**src/rtl/shift_reg_univ.sv**
```systemverilog
// Universal WIDTH-bit register: hold, load, shift, rotate, count-up and clear,
// with a shift-progress counter that flags DONE after WIDTH shift/rotate steps.
module shift_reg_univ #(
    parameter int               WIDTH     = 8,
    parameter logic [WIDTH-1:0] RESET_VAL = '0
) (
    input  logic                         CLK,
    input  logic                         RST,
    input  logic                         EN,
    input  logic [2:0]                   MODE,
    input  logic [WIDTH-1:0]             D,
    input  logic                         SI_L,
    input  logic                         SI_R,
    output logic [WIDTH-1:0]             Q,
    output logic [WIDTH-1:0]             QN,
    output logic                         SO_L,
    output logic                         SO_R,
    output logic [$clog2(WIDTH+1)-1:0]   CNT,
    output logic                         DONE,
    output logic                         CARRY,
    output logic [1:0]                   DBG_STATE
);

    localparam int CW = $clog2(WIDTH+1);

    localparam logic [CW-1:0]    CNT_MAX  = CW'(WIDTH);
    localparam logic [CW-1:0]    CNT_LAST = CW'(WIDTH - 1);
    localparam logic [CW-1:0]    CNT_ONE  = CW'(1);
    localparam logic [WIDTH-1:0] Q_ONE    = WIDTH'(1);

    localparam logic [2:0] M_HOLD  = 3'b000;
    localparam logic [2:0] M_LOAD  = 3'b001;
    localparam logic [2:0] M_SHL   = 3'b010;
    localparam logic [2:0] M_SHR   = 3'b011;
    localparam logic [2:0] M_ROL   = 3'b100;
    localparam logic [2:0] M_ROR   = 3'b101;
    localparam logic [2:0] M_CNT   = 3'b110;
    localparam logic [2:0] M_CLR   = 3'b111;

    // Progress-counter state; always consistent with cnt_q (0, 1..WIDTH-1, WIDTH).
    typedef enum logic [1:0] {
        ST_IDLE     = 2'd0,
        ST_SHIFTING = 2'd1,
        ST_FULL     = 2'd2
    } state_e;

    logic [WIDTH-1:0] q_q, q_d;
    logic [CW-1:0]    cnt_q, cnt_d;
    logic             carry_q, carry_d;
    state_e           state_q, state_d;
    logic             shift_op;

    assign shift_op = EN && (MODE == M_SHL || MODE == M_SHR ||
                             MODE == M_ROL || MODE == M_ROR);

    // Datapath next state
    always_comb begin
        q_d     = q_q;
        carry_d = carry_q;
        if (EN) begin
            case (MODE)
                M_HOLD: q_d = q_q;
                M_LOAD: begin
                    q_d     = D;
                    carry_d = 1'b0;
                end
                M_SHL:  q_d = {q_q[WIDTH-2:0], SI_L};
                M_SHR:  q_d = {SI_R, q_q[WIDTH-1:1]};
                M_ROL:  q_d = {q_q[WIDTH-2:0], q_q[WIDTH-1]};
                M_ROR:  q_d = {q_q[0], q_q[WIDTH-1:1]};
                M_CNT: begin
                    q_d     = q_q + Q_ONE;
                    carry_d = &q_q;
                end
                M_CLR: begin
                    q_d     = '0;
                    carry_d = 1'b0;
                end
                default: q_d = q_q;
            endcase
        end
    end

    // Progress FSM next state; cnt saturates at WIDTH
    always_comb begin
        state_d = state_q;
        cnt_d   = cnt_q;
        if (EN && (MODE == M_LOAD || MODE == M_CLR)) begin
            state_d = ST_IDLE;
            cnt_d   = '0;
        end else if (shift_op) begin
            case (state_q)
                ST_IDLE: begin
                    state_d = (cnt_q == CNT_LAST) ? ST_FULL : ST_SHIFTING;
                    cnt_d   = cnt_q + CNT_ONE;
                end
                ST_SHIFTING: begin
                    state_d = (cnt_q == CNT_LAST) ? ST_FULL : ST_SHIFTING;
                    cnt_d   = cnt_q + CNT_ONE;
                end
                ST_FULL: begin
                    state_d = ST_FULL;
                    cnt_d   = CNT_MAX;
                end
                default: begin
                    state_d = ST_IDLE;
                    cnt_d   = '0;
                end
            endcase
        end
    end

    always_ff @(posedge CLK or posedge RST) begin
        if (RST) begin
            q_q     <= RESET_VAL;
            cnt_q   <= '0;
            carry_q <= 1'b0;
            state_q <= ST_IDLE;
        end else begin
            q_q     <= q_d;
            cnt_q   <= cnt_d;
            carry_q <= carry_d;
            state_q <= state_d;
        end
    end

    assign Q         = q_q;
    assign QN        = ~q_q;
    assign SO_L      = q_q[WIDTH-1];
    assign SO_R      = q_q[0];
    assign CNT       = cnt_q;
    assign DONE      = (cnt_q == CNT_MAX);
    assign CARRY     = carry_q;
    assign DBG_STATE = state_q;

endmodule

```
**config.mk**
```make
export PLATFORM = sky130hd
export DESIGN_NAME = shift_reg_univ
export DESIGN_NICKNAME = d
export VERILOG_FILES = /design/src/rtl/shift_reg_univ.sv
export SDC_FILE = /design/constraint.sdc
export NUM_CORES = 1
export LEC_CHECK = 0
export ABC_AREA = 1
export CORE_ASPECT_RATIO = 1.2
export CORE_UTILIZATION = 41
export DETAILED_ROUTE_END_ITERATION = 10
export GPL_ROUTABILITY_DRIVEN = 0
export HOLD_SLACK_MARGIN = 0.15
export PLACE_DENSITY = 0.74
export SYNTH_ARGS = -nofsm -noshare
export SYNTH_HDL_FRONTEND = slang
export SYNTH_SLANG_ARGS = --single-unit
export TNS_END_PERCENT = 100
```
**constraint.sdc**
```tcl
create_clock -name CLK -period 1.1 [get_ports CLK]
set_input_delay 0.165 -clock CLK [delete_from_list [all_inputs] [get_ports CLK]]
set_output_delay 0.165 -clock CLK [all_outputs]
set_load 0.03 [all_outputs]
```
# Word-level counts from Yosys, hierarchy flattened
# Index checks and enable logic that the tools add are counted.
totals:
  register_bits: 15
  latch_bits: 0
  ramBits: 0
  mem_bits_ro: 0
  input_bits: 16
  out_inout_bits: 26
  word_cells: 43
  n_memories: 0
op_classes:
  n_addsub: 2
  n_mul: 0
  div: 0
  magnitude_cmp: 0
  n_eq_ne: 11
  shifts: 0
  muxes: 9
  n_bitwise: 2
  n_reduce_logical: 15
ops:
  columns: ["operator", "n"]
  rows:
  - ["$pmux W8 S7", 1]
  - ["$eq A3 B3 Y1 const B", 4]
  - ["$add A8 B1 Y8 const B", 1]
  - ["$mux W4", 2]
  - ["$not A8 Y8", 1]
  - ["$pmux W4 S2", 1]
  - ["$reduce_and A8 Y1", 1]
  - ["$eq A3 B2 Y1 const B", 2]
  - ["$mux W2", 3]
  - ["$add A4 B1 Y4 const B", 1]
  - ["$eq A4 B3 Y1 const B", 1]
  - ["$eq A4 B4 Y1 const B", 1]
  - ["$logic_or A1 B1 Y1", 4]
  - ["$pmux W2 S2", 1]
  - ["$reduce_and A2 Y1", 2]
  - ["$reduce_bool A2 Y1", 2]
  - ["$reduce_or A2 Y1", 2]
  - ["$eq A3 B1 Y1 const B", 1]
  - ["$logic_not A3 Y1", 1]
  - ["$eq A2 B1 Y1 const B", 1]
  - ["$eq A2 B2 Y1 const B", 1]
  - ["$logic_and A1 B1 Y1", 2]
  - ["$logic_not A2 Y1", 1]
  - ["$pmux W1 S2", 1]
  - ["$not A1 Y1", 1]

# Longest topological paths before layout
# Gate-level depths: netlist of run 1.
depth:
  depth_word: 7
  depth_mapped: 10
  mapped_depth_nobuf: 9

# Worst setup path after synthesis of run 1
# Ideal clock, no wire load.
synth_timing:
  path_kind: "register to register"
  startpoint: "reg q_q[0], in the netlist Q[0]"
  endpoint: "reg q_q[6], in the netlist Q[6]"
  setup_ps: 117
  arrival_time_ps: 1388
  t_required_ps: 983
  path_slack_ps: -405
  path_stages_with_launch: 9
  path_buffers: 0
  synth_period_minus_slack_ps: 1505
  path_cell_list: "dfrtp_1 ha_1 nand2_2 nor2_2 nand3_1 nand3_1 nand2_1 nand2_1 nand2_1"
synth_via:
  elab_chain_cells: 2
synth_lines:
  columns: ["item", "line_no", "source"]
  rows:
  - ["start: declaration", "47", "logic [WIDTH-1:0] q_q, q_d;"]
  - ["start signal: assignment", "120", "q_q <= q_d;"]
  - ["$add A8 B1 Y8", "72", "q_d = q_q + Q_ONE;"]
  - ["$pmux W8 S7", "61", "case (MODE)"]
# Every way passes these cells.
# A chain may end at the register's enable or synchronous reset.

# Final worst setup path of run 1
layout_timing:
  startpoint: "reg cnt_q[0], in the netlist CNT[0]"
  endpoint: "out DONE"
layout_via:
  elab_chain_cells: 1
layout_lines:
  columns: ["item", "line_no", "source"]
  rows:
  - ["start: declaration", "48", "logic [CW-1:0] cnt_q, cnt_d;"]
  - ["start signal: assignment", "121", "cnt_q <= cnt_d;"]
  - ["$eq A4 B4 Y1", "132", "assign DONE = (cnt_q == CNT_MAX);"]
  - ["end: declaration", "19", "output logic DONE,"]
# Every way passes these cells.

==> impl_results.md, run 1 <==
- # diodes: 0
- WP data arrival: approximately 1.2 ns
- WP buf/inv: 2
- Initial Utilization: between 40% and 50%
- Final core occ: between 80 and 90%
- Slew @ Worst Pin: about 0.35 ns
- First-pass GRT wire length: slightly below 7000 um
- Setup violators final: 34
- Reg2reg start: CNT[0]
- Final wirelength: 4150 um
- Clk slew on worst S/H paths: 0.11 ns
- Initial drt markers: 43
- Crit path max-delay cell type: dfrtp_2
- Count of unique library cells instantiated by Yosys: 25
- CTS H-tree lvls: 1
- Slowest Stage Delay on Critical Path: between 0.4 and 0.5 ns
- GRT met1 Usage: a little under a third
- Post-Synthesis Cells: around 190
- Port buffer count: roughly 40
- CP Depth: 5
- Fill count: roughly 190
- Area grow syn2layout: 86.0%
- XOR/XNOR share of the synthesized area: 0%
- Worst-Skew Late Latency: around 0.30 ns
- Largest family of logic cells by synthesized area: simple AND/OR/NAND/NOR gates
- Synth top area share: between 30 and 40%
- Nets: just over 300
- Vias in the first global route: between 1500 and 2000
- Fin crit share: 126%
- Proportion of synthesized area in mux cells: 0%
- Max Cap Viol: 0
- # clock sinks: 15
- Leakage: about 0.0011 uW
- DRC viols: 0
- Met3 GRT Util: 2.92%
- GR peak layer: met2
- Yosys warns: 0
- CP required: about 0.94 ns
- Area share of and/or/nand/nor cells after synthesis: 44.2%
- Max VDD drop: 1130 uV
- Met2 GRT Util: ~53%
- Largest net degree at the start of global routing: 17
- Critical path type: reg2out
- Slew headroom: roughly three quarters
- Worst-path fanout max: 2
- First-pass DRT Iterations: 4
- Total negative setup slack: -3.05 ns
- Final hold viol count: 0
- Die width: 52.4 um
- Reg area: just under 400 um2
- RSZ-0062 raised after global routing: true
- Via count: 1572
- CTS tree: built
- Syn_area_per_cell: ~6.4 um2
- Post-Synth Adder-Cell Area: under 10%
- Die H: 62.4 um
- Share of layout cells above drive strength 1: 53.2%
- CTS Hold Buffers Added: 0
- Area occupied by multi-input gates: 893 um2
- Wirelength per Cell: approximately 13 um
- DPL Wire Length: ~2700 um
- Compound-Gate Fraction of Synth Area: between 10 and 15%
- Critical path launch point type: register
- Top area cells in the synthesized netlist: dfrtp_1 (30%), nand2_1 (18%), nand3_1 (9.2%), nor2_1 (8.1%), inv_1 (5.1%)
- Die area: between 0.003 and 0.004 mm2
- Worst Skew: approximately 0.0077 ns
- Sequential-to-total area share from yosys stat: 30.1%
- Area leader, netlist: dfrtp_1
- Inserted Clock Buffers: 3
- Initial antenna violation count: 0
- HP Class: in2async
- Total track usage: 27.4%
- Site Rows: 21
- CP Capture Type: primary output
- Boundary Pins: 42
- Post-DRT Antenna Nets: 0
- Max frequency: 719 MHz
- Placeable Area: ~0.0028 mm2
- Clock Path Buffers: 2
- Pwr dens: approximately 1500 mW/mm2
- Syn nets: roughly 210
- Crit path to: DONE
- Clock root cell: clkbuf_4
- Synth Cell Area: approximately 0.0012 mm2
- CP Cell Sequence: inv_2 -> ha_4 -> nand2_2 -> nor2_2 -> buf_6
- R2R depth: 6
- Post-route worst setup slack: -0.290 ns
- Final Instance Area: 0.00232 mm2
- Placed Area: approximately 0.0019 mm2
- Reg2Reg Setup Slack: -0.20 ns
- Slew Limit Fails: 0
- Final worst path period need: around 1.4 ns
- Yosys reg bits: 15
- Setup crit start: CNT[0]
- Vias per inst: between 4 and 5
- Outcome: complete, but fails checks
- Top delay family on crit path: flip-flops
- Violated checks: setup timing
- Grt ovf: 0
- FF-to-FF End: CNT[2]
repair_timing:
item / in CTS / in global routing
resized for setup: 61 / 15
gates cloned: 0 / 0
endpoints found under the setup margin: 39 / 35
setup buffers: 23 / 3
pin swaps: 14 / 14
routing by layer:
layer  share of wire, %  up-vias
li1                   -      803
met1                 37      725
met2                 58       38
met3                3.7        6
met4                1.6        0
met5                  0        -
synthesized netlist by cell type (all sizes together):
| cell type | number |
|---|---|
| o31ai | 1 |
| o21ai | 7 |
| nand3 | 24 |
| o22ai | 1 |
| ha | 4 |
| nor2 | 29 |
| a21oi | 10 |
| o21a | 1 |
| nand2 | 67 |
| dfrtp | 15 |
| buf | 7 |
| nand4 | 4 |
| inv | 22 |
| or2 | 1 |
| clkinv | 1 |
cells by family (layout without fill, tap and decap cells):
logic type	Yosys count	count (layout)
fa+ha+maj	4	4
buf+inv	30	120
simple gates	125	125
compound gates	20	20
flops	15	15
worst min path at each step:
stage          slack (ns)  from            to  cells after the start
3_5_place_dp         0.49   RST          Q[7]                      3
6_report             0.16   RST          Q[7]                      3
5_1_grt              0.17   RST          Q[7]                      3
3_3_place_gp         0.49   RST          Q[7]                      3
2_1_floorplan        0.07   RST         CARRY                      1
4_1_cts              0.16   RST  DBG_STATE[0]                      3
cell usage in the layout, fill, tap and decap left out, drive strengths merged:
cell type / Yosys / layout
dlygate4sd2: 0 / 3
nand4: 4 / 4
inv: 22 / 20
o21ai: 7 / 7
clkdlybuf4s50: 0 / 11
buf: 7 / 78
clkbuf: 0 / 3
nand2: 67 / 67
dfrtp: 15 / 15
o22ai: 1 / 1
or2: 1 / 1
clkinvlp: 0 / 2
ha: 4 / 4
o31ai: 1 / 1
a21oi: 10 / 10
nand3: 24 / 24
o21a: 1 / 1
clkinv: 1 / 2
dlymetal6s2s: 0 / 1
nor2: 29 / 29
sequential cells by signal, indices dropped and copies added, names as in the netlist:
signal,flops
DBG_STATE,2
Q,8
CNT,4
CARRY,1
worst min-delay path, cell delays in order:
cell and delay (ns):
clkdlybuf4s50_1 0.39, inv_1 0.05, buf_4 0.23
stage by stage:
stage / hold slack (ns) / total power (uW) / worst slack [ns] / instances
after global routing: 0.174 / 3640 / -0.345 / 318
after global placement: 0.486 / 2400 / -0.467 / 288
after detailed placement: 0.493 / 2430 / -0.482 / 288
after floorplan: 0.0658 / 1780 / -0.140 / 194
final: 0.158 / 3420 / -0.290 / 318
after CTS: 0.161 / 3270 / -0.271 / 315
power by group:
group | internal, uW | total (uW) | switching, uW
clock network | 135 | 342 | 207
registers | 682 | 822 | 140
logic | 1110 | 2250 | 1140
total | 1930 | 3420 | 1490
area by class of cell:
type | instances | share of cell area, %
inverter | 23 | 4.32
clock inverter | 1 | 0.216
timing repair buffer | 93 | 37.3
tap | 34 | 1.83
multi-input combinational | 149 | 38.5
clock buffer | 3 | 0.971
sequential | 15 | 16.8
No activity file was read; power rests on OpenSTA's default activity.
==> inputs of run 2 (changes only) <==
HOLD_SLACK_MARGIN = 0.12   (was 0.15)
==> results of run 2 <==
Final layout, timing and power as in run 1 (identical DEF).
